### config.mk
export PLATFORM = sky130hd
export DESIGN_NAME = aq_fcnvt_ex3_wb_flat
export DESIGN_NICKNAME = d
export VERILOG_FILES = /design/src/rtl/aq_fcnvt_ex3_wb_if.sv /design/src/rtl/aq_fcnvt_ex3_wb.sv /design/src/flat_wrapper.sv
export SDC_FILE = /design/constraint.sdc
export NUM_CORES = 1
export LEC_CHECK = 0
export ABC_AREA = 1
export BUFFER_PORTS_ARGS = -buffer_cell sky130_fd_sc_hd__buf_2
export CAP_MARGIN = 40
export CORE_ASPECT_RATIO = 1.1
export CORE_MARGIN = 2
export CORE_UTILIZATION = 49
export DETAILED_ROUTE_END_ITERATION = 8
export PLACE_DENSITY = 0.76
export SLEW_MARGIN = 20
export SYNTH_ARGS = -nofsm -noshare
export SYNTH_HDL_FRONTEND = slang
export SYNTH_SLANG_ARGS = --single-unit
export TNS_END_PERCENT = 5
### constraint.sdc
create_clock -name forever_cpuclk -period 27.3 [get_ports forever_cpuclk]
set_clock_uncertainty 0.2 [all_clocks]
set_input_delay 2.73 -clock forever_cpuclk [delete_from_list [all_inputs] [get_ports forever_cpuclk]]
set_output_delay 2.73 -clock forever_cpuclk [all_outputs]
set_load 0.02 [all_outputs]
### src/rtl/aq_fcnvt_ex3_wb_if.sv
// Bundle of the ex3 writeback stage signals.
//   ex2 side : fcnvt_ex2_pipedown, ex2_dest_l64, fcnvt_ex2_result,
//              fcnvt_ex2_vreg, fcnvt_ex2_fflags, vpu_fcnvt_flush
//   rf side  : vpu_rf_wb_grant (in), fcnvt_wb_req / vreg / data /
//              fflags / last (out)
//   control  : vpu_group_1_xx_ex3_stall (out)
//   debug    : dbg_count, dbg_hi_beat (buffer occupancy and beat state)
// Modport slave is the stage itself; master is whoever drives ex2 and the
// register file grant.
// Handshake: a writeback beat transfers on a clock edge where
// fcnvt_wb_req=1 and vpu_rf_wb_grant=1. While grant is low, req and every
// beat output hold. A grant seen while req=0 has no effect.
interface aq_fcnvt_ex3_wb_if #(
  parameter int DATA_W = 64,
  parameter int VREG_W = 5
);
  logic                  fcnvt_ex2_pipedown;
  logic                  ex2_dest_l64;
  logic [2*DATA_W-1:0]   fcnvt_ex2_result;
  logic [VREG_W-1:0]     fcnvt_ex2_vreg;
  logic [4:0]            fcnvt_ex2_fflags;
  logic                  vpu_fcnvt_flush;
  logic                  vpu_rf_wb_grant;
  logic                  fcnvt_wb_req;
  logic [VREG_W-1:0]     fcnvt_wb_vreg;
  logic [DATA_W-1:0]     fcnvt_wb_data;
  logic [4:0]            fcnvt_wb_fflags;
  logic                  fcnvt_wb_last;
  logic                  vpu_group_1_xx_ex3_stall;
  logic [1:0]            dbg_count;
  logic                  dbg_hi_beat;

  modport slave (
    input  fcnvt_ex2_pipedown, ex2_dest_l64, fcnvt_ex2_result,
           fcnvt_ex2_vreg, fcnvt_ex2_fflags, vpu_fcnvt_flush, vpu_rf_wb_grant,
    output fcnvt_wb_req, fcnvt_wb_vreg, fcnvt_wb_data, fcnvt_wb_fflags,
           fcnvt_wb_last, vpu_group_1_xx_ex3_stall, dbg_count, dbg_hi_beat
  );

  modport master (
    output fcnvt_ex2_pipedown, ex2_dest_l64, fcnvt_ex2_result,
           fcnvt_ex2_vreg, fcnvt_ex2_fflags, vpu_fcnvt_flush, vpu_rf_wb_grant,
    input  fcnvt_wb_req, fcnvt_wb_vreg, fcnvt_wb_data, fcnvt_wb_fflags,
           fcnvt_wb_last, vpu_group_1_xx_ex3_stall, dbg_count, dbg_hi_beat
  );
endinterface

### src/rtl/aq_fcnvt_ex3_wb.sv
// Ex3 writeback stage of the vector float-convert unit.
// Buffers up to two convert results from ex2 and drains them to the vector
// register file, one beat per normal result and two beats (low half, then
// high half to vreg+1) per widening 64-bit-element result.
// Ports:
//   forever_cpuclk : clock
//   cpurst         : synchronous active-high reset
//   bus            : aq_fcnvt_ex3_wb_if.slave (ex2 push, rf writeback,
//                    stall to pipe control, debug state)
module aq_fcnvt_ex3_wb #(
  parameter int DATA_W = 64,
  parameter int VREG_W = 5
) (
  input logic              forever_cpuclk,
  input logic              cpurst,
  aq_fcnvt_ex3_wb_if.slave bus
);

  typedef enum logic {BEAT_LO = 1'b0, BEAT_HI = 1'b1} beat_e;

  logic [2*DATA_W-1:0] ent_result [2];
  logic [VREG_W-1:0]   ent_vreg   [2];
  logic [4:0]          ent_fflags [2];
  logic                ent_l64    [2];

  logic       wr_ptr;
  logic       rd_ptr;
  logic [1:0] count;
  beat_e      beat_q;
  beat_e      beat_d;

  logic req;
  logic full;
  logic push;
  logic fire;
  logic pop;

  assign req  = (count != 2'd0);
  assign full = (count == 2'd2);
  // A push into a full buffer is dropped; ex2 is expected to honour stall.
  assign push = bus.fcnvt_ex2_pipedown && !full;
  assign fire = req && bus.vpu_rf_wb_grant;

  // Beat sequencing: only a low beat of a widening head advances to HI;
  // every other completed beat retires the head entry.
  always_comb begin
    beat_d = beat_q;
    pop    = 1'b0;
    if (fire) begin
      if (beat_q == BEAT_LO && ent_l64[rd_ptr]) begin
        beat_d = BEAT_HI;
      end else begin
        beat_d = BEAT_LO;
        pop    = 1'b1;
      end
    end
  end

  always_ff @(posedge forever_cpuclk) begin
    if (cpurst || bus.vpu_fcnvt_flush) begin
      wr_ptr <= 1'b0;
      rd_ptr <= 1'b0;
      count  <= 2'd0;
      beat_q <= BEAT_LO;
    end else begin
      if (push) wr_ptr <= ~wr_ptr;
      if (pop)  rd_ptr <= ~rd_ptr;
      count  <= count + {1'b0, push} - {1'b0, pop};
      beat_q <= beat_d;
    end
  end

  // Payload storage carries no reset; occupancy alone says what is valid.
  always_ff @(posedge forever_cpuclk) begin
    if (!cpurst && !bus.vpu_fcnvt_flush && push) begin
      ent_result[wr_ptr] <= bus.fcnvt_ex2_result;
      ent_vreg[wr_ptr]   <= bus.fcnvt_ex2_vreg;
      ent_fflags[wr_ptr] <= bus.fcnvt_ex2_fflags;
      ent_l64[wr_ptr]    <= bus.ex2_dest_l64;
    end
  end

  logic [DATA_W-1:0] wb_data;
  logic [VREG_W-1:0] wb_vreg;
  logic [4:0]        wb_fflags;
  logic              wb_last;

  always_comb begin
    wb_data   = '0;
    wb_vreg   = '0;
    wb_fflags = '0;
    wb_last   = 1'b0;
    if (req) begin
      if (beat_q == BEAT_HI) begin
        wb_data = ent_result[rd_ptr][2*DATA_W-1:DATA_W];
        // High half lands in the next register; 31 wraps to 0.
        wb_vreg = ent_vreg[rd_ptr] + {{(VREG_W-1){1'b0}}, 1'b1};
        wb_last = 1'b1;
      end else begin
        wb_data = ent_result[rd_ptr][DATA_W-1:0];
        wb_vreg = ent_vreg[rd_ptr];
        wb_last = !ent_l64[rd_ptr];
      end
      // Flags belong to the whole result, so only the final beat carries them.
      if (wb_last) wb_fflags = ent_fflags[rd_ptr];
    end
  end

  assign bus.fcnvt_wb_req             = req;
  assign bus.fcnvt_wb_data            = wb_data;
  assign bus.fcnvt_wb_vreg            = wb_vreg;
  assign bus.fcnvt_wb_fflags          = wb_fflags;
  assign bus.fcnvt_wb_last            = wb_last;
  assign bus.vpu_group_1_xx_ex3_stall = full;
  assign bus.dbg_count                = count;
  assign bus.dbg_hi_beat              = (beat_q == BEAT_HI);

endmodule

### src/flat_wrapper.sv
// flat-port wrapper written by rule: the top's interface ports become plain ports
module aq_fcnvt_ex3_wb_flat 
#(
  parameter int DATA_W = 64,
  parameter int VREG_W = 5
)
  (forever_cpuclk, cpurst, bus_fcnvt_ex2_pipedown, bus_ex2_dest_l64, bus_fcnvt_ex2_result, bus_fcnvt_ex2_vreg, bus_fcnvt_ex2_fflags, bus_vpu_fcnvt_flush, bus_vpu_rf_wb_grant, bus_fcnvt_wb_req, bus_fcnvt_wb_vreg, bus_fcnvt_wb_data, bus_fcnvt_wb_fflags, bus_fcnvt_wb_last, bus_vpu_group_1_xx_ex3_stall, bus_dbg_count, bus_dbg_hi_beat);
  aq_fcnvt_ex3_wb_if #(.DATA_W(DATA_W), .VREG_W(VREG_W)) bus_i ();
  input logic forever_cpuclk;
  input logic cpurst;
  input wire logic [$bits(bus_i.fcnvt_ex2_pipedown)-1:0] bus_fcnvt_ex2_pipedown;
  input wire logic [$bits(bus_i.ex2_dest_l64)-1:0] bus_ex2_dest_l64;
  input wire logic [$bits(bus_i.fcnvt_ex2_result)-1:0] bus_fcnvt_ex2_result;
  input wire logic [$bits(bus_i.fcnvt_ex2_vreg)-1:0] bus_fcnvt_ex2_vreg;
  input wire logic [$bits(bus_i.fcnvt_ex2_fflags)-1:0] bus_fcnvt_ex2_fflags;
  input wire logic [$bits(bus_i.vpu_fcnvt_flush)-1:0] bus_vpu_fcnvt_flush;
  input wire logic [$bits(bus_i.vpu_rf_wb_grant)-1:0] bus_vpu_rf_wb_grant;
  output wire logic [$bits(bus_i.fcnvt_wb_req)-1:0] bus_fcnvt_wb_req;
  output wire logic [$bits(bus_i.fcnvt_wb_vreg)-1:0] bus_fcnvt_wb_vreg;
  output wire logic [$bits(bus_i.fcnvt_wb_data)-1:0] bus_fcnvt_wb_data;
  output wire logic [$bits(bus_i.fcnvt_wb_fflags)-1:0] bus_fcnvt_wb_fflags;
  output wire logic [$bits(bus_i.fcnvt_wb_last)-1:0] bus_fcnvt_wb_last;
  output wire logic [$bits(bus_i.vpu_group_1_xx_ex3_stall)-1:0] bus_vpu_group_1_xx_ex3_stall;
  output wire logic [$bits(bus_i.dbg_count)-1:0] bus_dbg_count;
  output wire logic [$bits(bus_i.dbg_hi_beat)-1:0] bus_dbg_hi_beat;
  assign bus_i.fcnvt_ex2_pipedown = bus_fcnvt_ex2_pipedown;
  assign bus_i.ex2_dest_l64 = bus_ex2_dest_l64;
  assign bus_i.fcnvt_ex2_result = bus_fcnvt_ex2_result;
  assign bus_i.fcnvt_ex2_vreg = bus_fcnvt_ex2_vreg;
  assign bus_i.fcnvt_ex2_fflags = bus_fcnvt_ex2_fflags;
  assign bus_i.vpu_fcnvt_flush = bus_vpu_fcnvt_flush;
  assign bus_i.vpu_rf_wb_grant = bus_vpu_rf_wb_grant;
  assign bus_fcnvt_wb_req = bus_i.fcnvt_wb_req;
  assign bus_fcnvt_wb_vreg = bus_i.fcnvt_wb_vreg;
  assign bus_fcnvt_wb_data = bus_i.fcnvt_wb_data;
  assign bus_fcnvt_wb_fflags = bus_i.fcnvt_wb_fflags;
  assign bus_fcnvt_wb_last = bus_i.fcnvt_wb_last;
  assign bus_vpu_group_1_xx_ex3_stall = bus_i.vpu_group_1_xx_ex3_stall;
  assign bus_dbg_count = bus_i.dbg_count;
  assign bus_dbg_hi_beat = bus_i.dbg_hi_beat;
  aq_fcnvt_ex3_wb #(.DATA_W(DATA_W), .VREG_W(VREG_W)) u_core (.forever_cpuclk(forever_cpuclk), .cpurst(cpurst), .bus(bus_i));
endmodule
==> impl_results.md, run 1 <==
* Netlist cell types at 27
* Cells after DPL at 1,371
* Peak VDD IR at 63.7 uV
* Post-Route WL at 24,000 um
* Tot Pwr at 945 uW
* Fin crit period at 5.99 ns
* Hold Path Class: flop to flop
* Comb pwr share at 6.2%
* Cells after synthesis at 888
* Root Buffer: clkbuf_16
* Synth Warn # at 0
* Worst-Skew Late Latency at 0.53 ns
* H-tree Lvls at 1
* Buffers on Ports at 223
* Crit share post-route at 22.0%
* Total grt overflow at 0
* CTS tree: built
* Crit path capture type: primary output
* CP startpoint kind: flop
* Nets at 1,251
* FF-to-FF End: u_core.bus.dbg_count[1]
* Pint at 749 uW
* Switching Share at 20.8%
* Total GRT Usage at 19.2%
* Max Slew Vio Count at 0
* #FFs+latches synth at 284
* TritonCTS Buffers at 28
* First-pass GRT wire length at 35,900 um
* Filler cells at 1,721
* Final ANT Viol Nets at 0
* Static leakage at 0.00521 uW
* Placed cell areas at 12,600 um2
* Hold EP: u_core.wr_ptr
* Syn_nets at 1,035
* Slew HR at 52.2%
* Mapped Area at 11,200 um2
* Worst r2r path cells at 11
* Crit path top cell by count: nand2_1
* Post-DP HPWL at 14,400 um
* Setup_tns at 0 ns
* Data required, critical path at 24.37 ns
* Std-Cell Rows at 58
* Seq/Total Area, Yosys at 75.5%
* Largest stage delay, worst path at 0.76 ns
* Max frequency at 167 MHz
* Chip height at 163 um
* Clk sinks at 284
* Synthesized area per cell at 12.6 um2
* Vias at 7,326
* Clk pin slew, worst setup/hold paths at 0.06 ns
* Most numerous cell in the Yosys netlist: edfxtp_1
* Final setup violation count at 0
* Asr flop ratio synth at 0%
* CP arrival at 3.06 ns
* Post-synth top area cell: edfxtp_1
* TritonRoute pass-1 iters at 5
* Max-Cap Viols at 0
* Critical-path top delay cell: dfxtp_4
* Final instance area at 13,600 um2
* RSZ-0062 raised after global routing: no
* PwrDens at 69.4 nW/um2
* DRC Markers at 0
* Psw at 196 uW
* Hold Crit Depth at 2
* Setup Fix Bufs, Post-CTS at 0
* Hold Path Origin: u_core.wr_ptr
* Starting density of the core at 49.5%
* Die ar. at 24,100 um2
* Cells taking the most area after synthesis: edfxtp_1 74%, nor2_1 9.1%, o21ai_0 5.6%
* Initial DRC Count at 415
* Post-CTS Resized at 0
* Fin. Hold Viols at 0
* Critical path class: flop to primary output
* WL per Instance at 16.8 um
* Post-synth top flop: edfxtp_1
* Chip width at 148 um
* Syn-to-layout area delta at 21.5%
* Core Footprint at 22,600 um2
* Clock Path Buffers at 3
* Status: complete, no violations
* Slew @ Worst Pin at 0.717 ns
* Non-Filler Instances at 1,433
* Initial antenna violation count at 9
* Vias per cell at 5.11
* Ratio of cells with drive above 1 in the final layout at 26.7%
* R2R Setup Slk at 24.32 ns
* Maximum fanout along the worst path at 101
* Worst-path cell chain: inv_6 > buf_16 > nand2_2 > nand2_2 > inv_1 > ha_1 > nand2_1 > inv_1 > nand3_1 > nand2_1 > nand2_1 > nor2_1 > buf_2
* Largest net degree at the start of global routing at 102
* EDFF count, synth at 278
* Part of the power in registers at 51.9%
* Vias in the first global route at 7,223
* I/O pin count at 224
* Clock share of power at 41.9%
* # hold bufs at CTS at 0
* Commonest cells post-synth: 278 x edfxtp_1, 271 x nor2_1, 126 x o21ai_0
* Area share of the largest cell type after synthesis at 74.5%
* Hold_ws at 0.270 ns
* Routability Congestion at 0.732
[worst max path at each step]
stage,startpoint,to,depth (start not counted)
after floorplan,bus_vpu_fcnvt_flush,u_core.ent_fflags[1][0],3
after global placement,bus_vpu_fcnvt_flush,u_core.ent_result[1][11],6
after detailed placement,bus_vpu_fcnvt_flush,u_core.ent_result[1][11],7
after CTS,flop,bus_fcnvt_wb_vreg[4],13
after global routing,flop,bus_fcnvt_wb_vreg[2],11
final,flop,bus_fcnvt_wb_vreg[4],13
[per-layer routing]
metal	vias up	routed length, um	global-route usage [%]
met5	-	30	0
li1	3559	-	-
met4	4	684	7.58
met3	50	1730	4.12
met1	3439	9110	22.4
met2	274	12500	34.6
[metrics by stage]
step                setup slack, ns  utilization, %
global placement              21.66            55.0
global route                  21.08            60.2
CTS                           21.28            59.8
floorplan                     13.86               -
detailed placement            21.82            55.5
finish                        21.31            60.2
[cells in the final DEF, fill, tap and decap left out]
master	n
dfxtp_2	1
buf_2	223
nor2_1	269
o21ai_0	126
nand3_1	3
clkinv_2	7
buf_16	3
nor2_2	1
ha_1	3
inv_1	20
inv_6	2
clkinvlp_4	4
o21ai_1	8
clkinv_1	5
buf_4	8
nor2_4	3
bufinv_16	5
o211ai_1	1
nor3_2	1
nand2_1	30
or2_2	1
dfxtp_4	1
dfxtp_1	4
xnor2_1	1
a21oi_1	75
buf_12	5
nand2_2	5
nand2_4	1
diode_2	7
clkbuf_16	29
clkbuf_1	2
edfxtp_1	278
inv_2	1
[power by group through the flow]
stage | clock, uW | combinational (uW) | sequential, uW
global placement | 0 | 55.4 | 500
CTS | 403 | 58.0 | 491
detailed placement | 0 | 57.6 | 500
finish | 396 | 58.5 | 491
global route | 421 | 64.0 | 491
floorplan | 0 | 30.3 | 502
[cell type report]
class | count | area [um2] | share of cell area, %
Clock inverter | 21 | 239 | 1.75
Antenna cell | 7 | 17.5 | 0.129
Sequential cell | 284 | 8470 | 62.2
Timing Repair Buffer | 239 | 1360 | 9.97
Clock buffer | 31 | 733 | 5.38
Inverter | 23 | 91.3 | 0.670
Tap cell | 300 | 375 | 2.76
Multi-Input combinational cell | 528 | 2340 | 17.1
[logic make-up after synthesis]
group                      Yosys count  synth area share (%)
xor gates and xnor gates             1                0.0781
AOI/OAI and AO/OA                  210                  9.40
buffers and inverters               76                  3.82
DFF                                284                  75.5
and+or+nand+nor                    314                  10.8
adders and majority gates            3                 0.335
[critical path, delay by kind of cell (launching register included)]
family	cells	cell delay, ns
buf+inv	5	0.93
simple gates	7	0.61
flops	1	0.76
fa+ha+maj	1	0.15
[flip-flops by register name, indices dropped and copies added, names as in the netlist, named ones only]
register	cells
u_core.ent_fflags	10
u_core.ent_vreg	10
u_core.bus.dbg_hi_beat	1
u_core.ent_result	256
u_core.ent_l64	2
u_core.rd_ptr	1
u_core.bus.dbg_count	2
u_core.wr_ptr	1
No activity file was read; power rests on OpenSTA's default activity.
==> inputs of run 2 (changes only) <==
--- a/config.mk
+++ b/config.mk
@@ -12,7 +12,7 @@
 export CORE_MARGIN = 2
 export CORE_UTILIZATION = 49
 export DETAILED_ROUTE_END_ITERATION = 8
-export PLACE_DENSITY = 0.76
+export PLACE_DENSITY = 0.79
 export SLEW_MARGIN = 20
 export SYNTH_ARGS = -nofsm -noshare
 export SYNTH_HDL_FRONTEND = slang
==> constraint.sdc (replaced) <==
create_clock -name forever_cpuclk -period 5.5 [get_ports forever_cpuclk]
set_clock_uncertainty 0.2 [all_clocks]
set_input_delay 0.55 -clock forever_cpuclk [delete_from_list [all_inputs] [get_ports forever_cpuclk]]
set_output_delay 0.55 -clock forever_cpuclk [all_outputs]
set_load 0.02 [all_outputs]
==> run 2 against run 1 <==
Die area unchanged; cell count rose by 8.4%; first-iteration DRC count rose by 50%; combinational power grew to 6.3 times the previous value; sequential share of layout area down 4.8 points; critical path type unchanged; critical endpoint is now bus_fcnvt_wb_vreg[2]; highest routed layer is now met4.
==> impl_results.md, run 2 (synthesis gave the netlist of run 1 again) <==
* Setup_tns at 0 ns (unchanged)
* Clk pin slew, worst setup/hold paths at 0.06 ns (about the same)
* Fin crit period at 3.77 ns
* Initial antenna violation count at 1 (was 9)
* Chip width at 148 um (unchanged)
* # hold bufs at CTS at 131 (was 0)
* Hold Path Class: input port to flop (was flop to flop)
* Max Slew Vio Count at 0 (unchanged)
* Worst-Skew Late Latency at 0.54 ns (was 0.53 ns)
* Placed cell areas at 12,500 um2 (was 12,600 um2)
* Max-Cap Viols at 0 (unchanged)
* CTS tree: built (unchanged)
* Setup Fix Bufs, Post-CTS at 0 (unchanged)
* Status: complete, no violations (unchanged)
* Commonest non-fill, non-tap cell in the layout: edfxtp_1 (unchanged)
* Buffers on Ports at 223 (unchanged)
* CP arrival at 3.02 ns (was 3.06 ns)
* CP startpoint kind: flop (unchanged)
* DRC Markers at 0 (unchanged)
* Routability Congestion at 0.869 (was 0.732)
* Regs by FF count: u_core.ent_result: 256 flops, u_core.ent_fflags: 10 flops, u_core.ent_vreg: 10 flops (unchanged)
* Final instance area at 14,800 um2 (was 13,600 um2)
* Clk sinks at 284 (unchanged)
* Data required, critical path at 4.75 ns (was 24.37 ns)
* Crit path capture type: primary output (unchanged)
* TritonCTS Buffers at 28 (unchanged)
* Post-DP HPWL at 14,200 um (was 14,400 um)
* Nets at 1,379 (was 1,251)
* Core Footprint at 22,600 um2 (unchanged)
* Peak VDD IR at 367 uV (was 63.7 uV)
* Chip height at 163 um (unchanged)
* Critical path class: flop to primary output (unchanged)
* Largest net degree at the start of global routing at 137 (was 102)
* Static leakage at 0.00568 uW (was 0.00521 uW)
* Syn-to-layout area delta at 31.6% (was 21.5%)
* Max frequency at 265 MHz
* Final setup violation count at 0 (unchanged)
* Total grt overflow at 0 (unchanged)
* H-tree Lvls at 1 (unchanged)
* Final ANT Viol Nets at 0 (unchanged)
* Place WS at 2.32 ns (was 21.82 ns)
* Post-CTS Resized at 0 (unchanged)
* Maximum fanout along the worst path at 71 (was 101)
* WL per Instance at 18.0 um (was 16.8 um)
* Fin. Hold Viols at 0 (unchanged)
* Std-Cell Rows at 58 (unchanged)
* Slew HR at 39.5% (was 52.2%)
* Starting density of the core at 49.5% (unchanged)
* Largest register FFs at 256 (unchanged)
* Vias in the first global route at 8,771 (was 7,223)
* Final WS setup at 1.73 ns (was 21.31 ns)
* Slew @ Worst Pin at 0.908 ns (was 0.717 ns)
* Largest reg by FF count: u_core.ent_result (unchanged)
* Most frequent cells in the layout: 278 x edfxtp_1, 269 x nor2_1, 223 x buf_2, 134 x dlygate4sd3_1, 126 x o21ai_0 (was 278 x edfxtp_1, 269 x nor2_1, 223 x buf_2, 126 x o21ai_0, 75 x a21oi_1)
* Crit share post-route at 68.6%
* Tot Pwr at 4640 uW (was 945 uW)
* Vias at 8,265 (was 7,326)
* Total GRT Usage at 22.4% (was 19.2%)
* First-pass GRT wire length at 42,500 um (was 35,900 um)
* Die ar. at 24,100 um2 (unchanged)
* TritonRoute pass-1 iters at 5 (unchanged)
* I/O pin count at 224 (unchanged)
* PwrDens at 314 nW/um2 (was 69.4 nW/um2)
* Initial DRC Count at 622 (was 415)
* Post-Route WL at 28,000 um (was 24,000 um)
* Hold_ws at 0.0261 ns (was 0.270 ns)
* Root Buffer: clkbuf_16 (unchanged)
* RSZ-0062 raised after global routing: no (unchanged)
* Ratio of cells with drive above 1 in the final layout at 22.9% (was 26.7%)
* Vias per cell at 5.32 (was 5.11)
* Clock Path Buffers at 3 (unchanged)
run 2: worst paths after layout:
path,depth (start not counted),endpoint,from,slack [ns]
max,10,bus_fcnvt_wb_vreg[2],flop,1.73
min,1,u_core.ent_result[1][76],bus_fcnvt_ex2_result[76],0.03
max reg2reg,10,u_core.bus.dbg_count[1],flop,2.71
min reg2reg,2,u_core.wr_ptr,u_core.wr_ptr,0.27
run 2: power by group:
part	leakage [uW]	internal [uW]	switching [uW]
registers	0.00257	2420	14.5
logic	0.00268	158	211
clock network	0.000419	1060	777
total	0.00568	3640	1000
run 2: worst max-delay path, cell delays in order (launching register included):
cell and delay, ns:
dfxtp_4 0.90, inv_6 0.33, nand2_2 0.16, nand2_2 0.08, inv_1 0.08, ha_1 0.14
nand2_1 0.05, inv_1 0.13, o21ai_0 0.12, a21oi_1 0.23, buf_2 0.22
run 2: layer usage:
| metal | vias up | GRT usage [%] | wire length (um) |
|---|---|---|---|
| li1 | 3812 | - | - |
| met1 | 3998 | 25.3 | 10400 |
| met2 | 390 | 41.2 | 14800 |
| met3 | 65 | 4.20 | 1960 |
| met4 | 0 | 9.87 | 816 |
| met5 | - | 0 | 0 |
run 2: final cells by class:
cell class / instances / area (um2)
inverter: 23 / 91.3
timing repair buffer: 367 / 2600
multi-input combinational: 528 / 2340
clock inverter: 14 / 121
sequential: 284 / 8470
antenna: 1 / 2.50
tap: 300 / 375
fill: 1583 / 7880
clock buffer: 37 / 756
run 2: stage by stage:
stage | instances | utilization, %
after floorplan | 888 | -
after global placement | 1365 | 55.0
after detailed placement | 1367 | 55.3
after CTS | 1549 | 65.0
after global routing | 1554 | 65.2
final | 1554 | 65.2
==> inputs of run 3 (changes only) <==
--- a/config.mk
+++ b/config.mk
@@ -12,7 +12,7 @@
 export CORE_MARGIN = 2
 export CORE_UTILIZATION = 49
 export DETAILED_ROUTE_END_ITERATION = 8
-export PLACE_DENSITY = 0.79
+export PLACE_DENSITY = 0.76
 export SLEW_MARGIN = 20
 export SYNTH_ARGS = -nofsm -noshare
 export SYNTH_HDL_FRONTEND = slang
==> constraint.sdc (replaced) <==
create_clock -name forever_cpuclk -period 3.8 [get_ports forever_cpuclk]
set_clock_uncertainty 0.2 [all_clocks]
set_input_delay 0.38 -clock forever_cpuclk [delete_from_list [all_inputs] [get_ports forever_cpuclk]]
set_output_delay 0.38 -clock forever_cpuclk [all_outputs]
set_load 0.02 [all_outputs]
==> run 3 against run 2 <==
Global-route usage down 1.1 points; sequential share of layout area down 0.44 points; wire length down 5.3%; count of clock-buffer cells in the layout up 2; worst setup slack worse by 0.86 ns; sequential cell count unchanged; final area up 0.80%; worst hold slack better by 0.0091 ns; cell count up 0.71%; register-to-register slack worse by 1.3 ns; largest cell class unchanged.
==> impl_results.md, run 3 (synthesis gave the netlist of run 1 again) <==
* Status: complete, no violations (unchanged)
* R2R Setup Slk at 1.43 ns (was 2.71 ns)
* Crit path to: bus_fcnvt_wb_data[30] (was bus_fcnvt_wb_vreg[2])
* Std-Cell Rows at 58 (unchanged)
* Place WS at 1.25 ns (was 2.32 ns)
* WP depth at 5 (was 10)
* Largest stage delay, worst path at 0.43 ns (was 0.90 ns)
* Maximum fanout along the worst path at 80 (was 71)
* Max Slew Vio Count at 0 (unchanged)
* Switching Share at 21.4% (was 21.6%)
* Nets at 1,392 (was 1,379)
* Vias at 8,021 (was 8,265)
* Multi-input logic area at 2350 um2 (was 2340 um2)
* Buffers on Ports at 223 (unchanged)
* Max-Cap Viols at 0 (unchanged)
* Largest net degree at the start of global routing at 82 (was 137)
* Slew HR at 43.8% (was 39.5%)
* H-tree Lvls at 1 (unchanged)
* Crit path capture type: primary output (unchanged)
* Post-Route WL at 26,500 um (was 28,000 um)
* Critical-path top delay cell: inv_6 (was dfxtp_4)
* Hold_ws at 0.0352 ns (was 0.0261 ns)
* Most frequent cells in the layout: 278 x edfxtp_1, 268 x nor2_1, 223 x buf_2, 142 x dlygate4sd3_1, 125 x o21ai_0 (was 278 x edfxtp_1, 269 x nor2_1, 223 x buf_2, 134 x dlygate4sd3_1, 126 x o21ai_0)
* CP startpoint kind: flop (unchanged)
* Routability Congestion at 0.801 (was 0.869)
* PwrDens at 446 nW/um2 (was 314 nW/um2)
* Initial antenna violation count at 1 (unchanged)
* CTS tree: built (unchanged)
* RSZ-0062 raised after global routing: no (unchanged)
* Clk sinks at 284 (unchanged)
* Fin. Hold Viols at 0 (unchanged)
* Initial DRC Count at 549 (was 622)
* Final core utilization at 65.7% (was 65.2%)
* Worst-Skew Late Latency at 0.53 ns (was 0.54 ns)
* Fin crit period at 2.93 ns
* Data required, critical path at 3.22 ns (was 4.75 ns)
* Root Buffer: clkbuf_16 (unchanged)
* DRC Markers at 0 (unchanged)
* Setup Fix Bufs, Post-CTS at 0 (unchanged)
* Clock Path Buffers at 3 (unchanged)
* Worst-path cell chain: inv_6 > buf_4 > o21ai_0 > a21oi_1 > buf_2 (was inv_6 > nand2_2 > nand2_2 > inv_1 > ha_1 > nand2_1 > inv_1 > o21ai_0 > a21oi_1 > buf_2)
* Non-Filler Instances at 1,565 (was 1,554)
* Pint at 5220 uW (was 3640 uW)
* TritonRoute pass-1 iters at 5 (unchanged)
* Part of the power in registers at 53.1% (was 52.6%)
* Filler cells at 1,582 (was 1,583)
* Peak VDD IR at 633 uV (was 367 uV)
* Register area at 8480 um2 (was 8470 um2)
* Post-DP HPWL at 14,400 um (was 14,200 um)
* Commonest non-fill, non-tap cell in the layout: edfxtp_1 (unchanged)
* Largest reg by FF count: u_core.ent_result (unchanged)
* TritonCTS Buffers at 28 (unchanged)
* Syn-to-layout area delta at 32.7% (was 31.6%)
* Core Footprint at 22,600 um2 (unchanged)
* Final ANT Viol Nets at 0 (unchanged)
* RR Startpoint: u_core.bus.dbg_hi_beat
* Final setup violation count at 0 (unchanged)
* Chip width at 148 um (unchanged)
* Crit share post-route at 77.1%
* Chip height at 163 um (unchanged)
* Buf/Inv on CP at 3 (was 4)
* Total GRT Usage at 21.2% (was 22.4%)
* Cells after DPL at 1,371 (was 1,367)
* Clk pin slew, worst setup/hold paths at 0.06 ns (about the same)
* Die ar. at 24,100 um2 (unchanged)
* Hold Path Class: input port to flop (unchanged)
* Clock share of power at 38.8% (was 39.5%)
* Vias per cell at 5.13 (was 5.32)
* Worst r2r path cells at 10 (unchanged)
* Psw at 1420 uW (was 1000 uW)
* Vias in the first global route at 8,160 (was 8,771)
* FF-to-FF End: u_core.bus.dbg_count[1] (unchanged)
* First-pass GRT wire length at 40,600 um (was 42,500 um)
* I/O pin count at 224 (unchanged)
* Max frequency at 341 MHz
* Regs by FF count: u_core.ent_result: 256 flops, u_core.ent_fflags: 10 flops, u_core.ent_vreg: 10 flops (unchanged)
* Starting density of the core at 49.5% (unchanged)
* Final WS setup at 0.870 ns (was 1.73 ns)
* CP arrival at 2.35 ns (was 3.02 ns)
* Total grt overflow at 0 (unchanged)
* Static leakage at 0.00573 uW (was 0.00568 uW)
* Setup_tns at 0 ns (unchanged)
* Ratio of cells with drive above 1 in the final layout at 23.6% (was 22.9%)
* Largest delay share family, worst path: buffers and inverters (was flip-flops)
* Critical path class: flop to primary output (unchanged)
* Largest register FFs at 256 (unchanged)
* WL per Instance at 16.9 um (was 18.0 um)
* Comb pwr share at 8.1% (was 7.9%)
* Slew @ Worst Pin at 0.843 ns (was 0.908 ns)
[run 3: cell types whose count changed in the layout (fill, tap and decap cells not counted), sizes merged]
cell	previous run	this run
clkinvlp	3	2
clkinv	10	8
dlygate4sd3	134	142
buf	233	238
bufinv	2	1
clkbuf	37	39
[run 3: power groups by stage]
stage / clock network (uW) / logic, uW / registers [uW]
5_1_grt: 2750 / 584 / 3530
2_1_floorplan: 0 / 221 / 3590
6_report: 2580 / 539 / 3520
3_3_place_gp: 0 / 397 / 3590
4_1_cts: 2600 / 532 / 3520
3_5_place_dp: 0 / 413 / 3590
[run 3: repair_timing]
action / CTS / global route
hold buffers: 142 / 0
endpoints found under the hold margin: 284 / 0
gates resized for setup: 0 / 0
[run 3: worst min-delay path by stage]
| stage | startpoint | endpoint | slack [ns] | depth (start not counted) |
|---|---|---|---|---|
| 5_1_grt | bus_vpu_rf_wb_grant | u_core.bus.dbg_hi_beat | 0.07 | 4 |
| 3_5_place_dp | u_core.wr_ptr | u_core.wr_ptr | 0.26 | 2 |
| 2_1_floorplan | u_core.wr_ptr | u_core.wr_ptr | 0.24 | 2 |
| 3_3_place_gp | u_core.wr_ptr | u_core.wr_ptr | 0.25 | 2 |
| 4_1_cts | bus_vpu_rf_wb_grant | u_core.bus.dbg_hi_beat | 0.02 | 4 |
| 6_report | bus_vpu_rf_wb_grant | u_core.bus.dbg_hi_beat | 0.04 | 4 |
[run 3: metrics by stage]
stage | total power [uW] | area, um2
3_3_place_gp | 3980 | 12500
2_1_floorplan | 3810 | 11200
3_5_place_dp | 4000 | 12600
6_report | 6640 | 14900
4_1_cts | 6650 | 14800
5_1_grt | 6860 | 14900
[run 3: per-layer routing]
layer | routed length (um) | part of all wire (%) | track usage [%]
met5 | 0 | 0 | 0
met2 | 14100 | 53 | 39.9
met3 | 1720 | 6.5 | 3.61
met4 | 637 | 2.4 | 7.01
met1 | 9990 | 38 | 24.6
[run 3: worst register-to-register path, stage by stage (launching register included)]
cell     delay [ns]
dfxtp_2        0.33
buf_4          0.36
buf_12         0.29
nor2_1         0.10
a21oi_1        0.18
ha_1           0.26
inv_1          0.06
ha_1           0.14
xnor2_1        0.14
o21ai_0        0.11
a21oi_1        0.13
[run 3: layout make-up]
cell class	instances	area share, %
flip-flops and latches	284	57.0
repair buffers	380	18.3
multi-input cells	528	15.8
clock buffers	39	5.20
well taps	300	2.52
inverters	23	0.614
clock inverters	10	0.521
diodes	1	0.0168
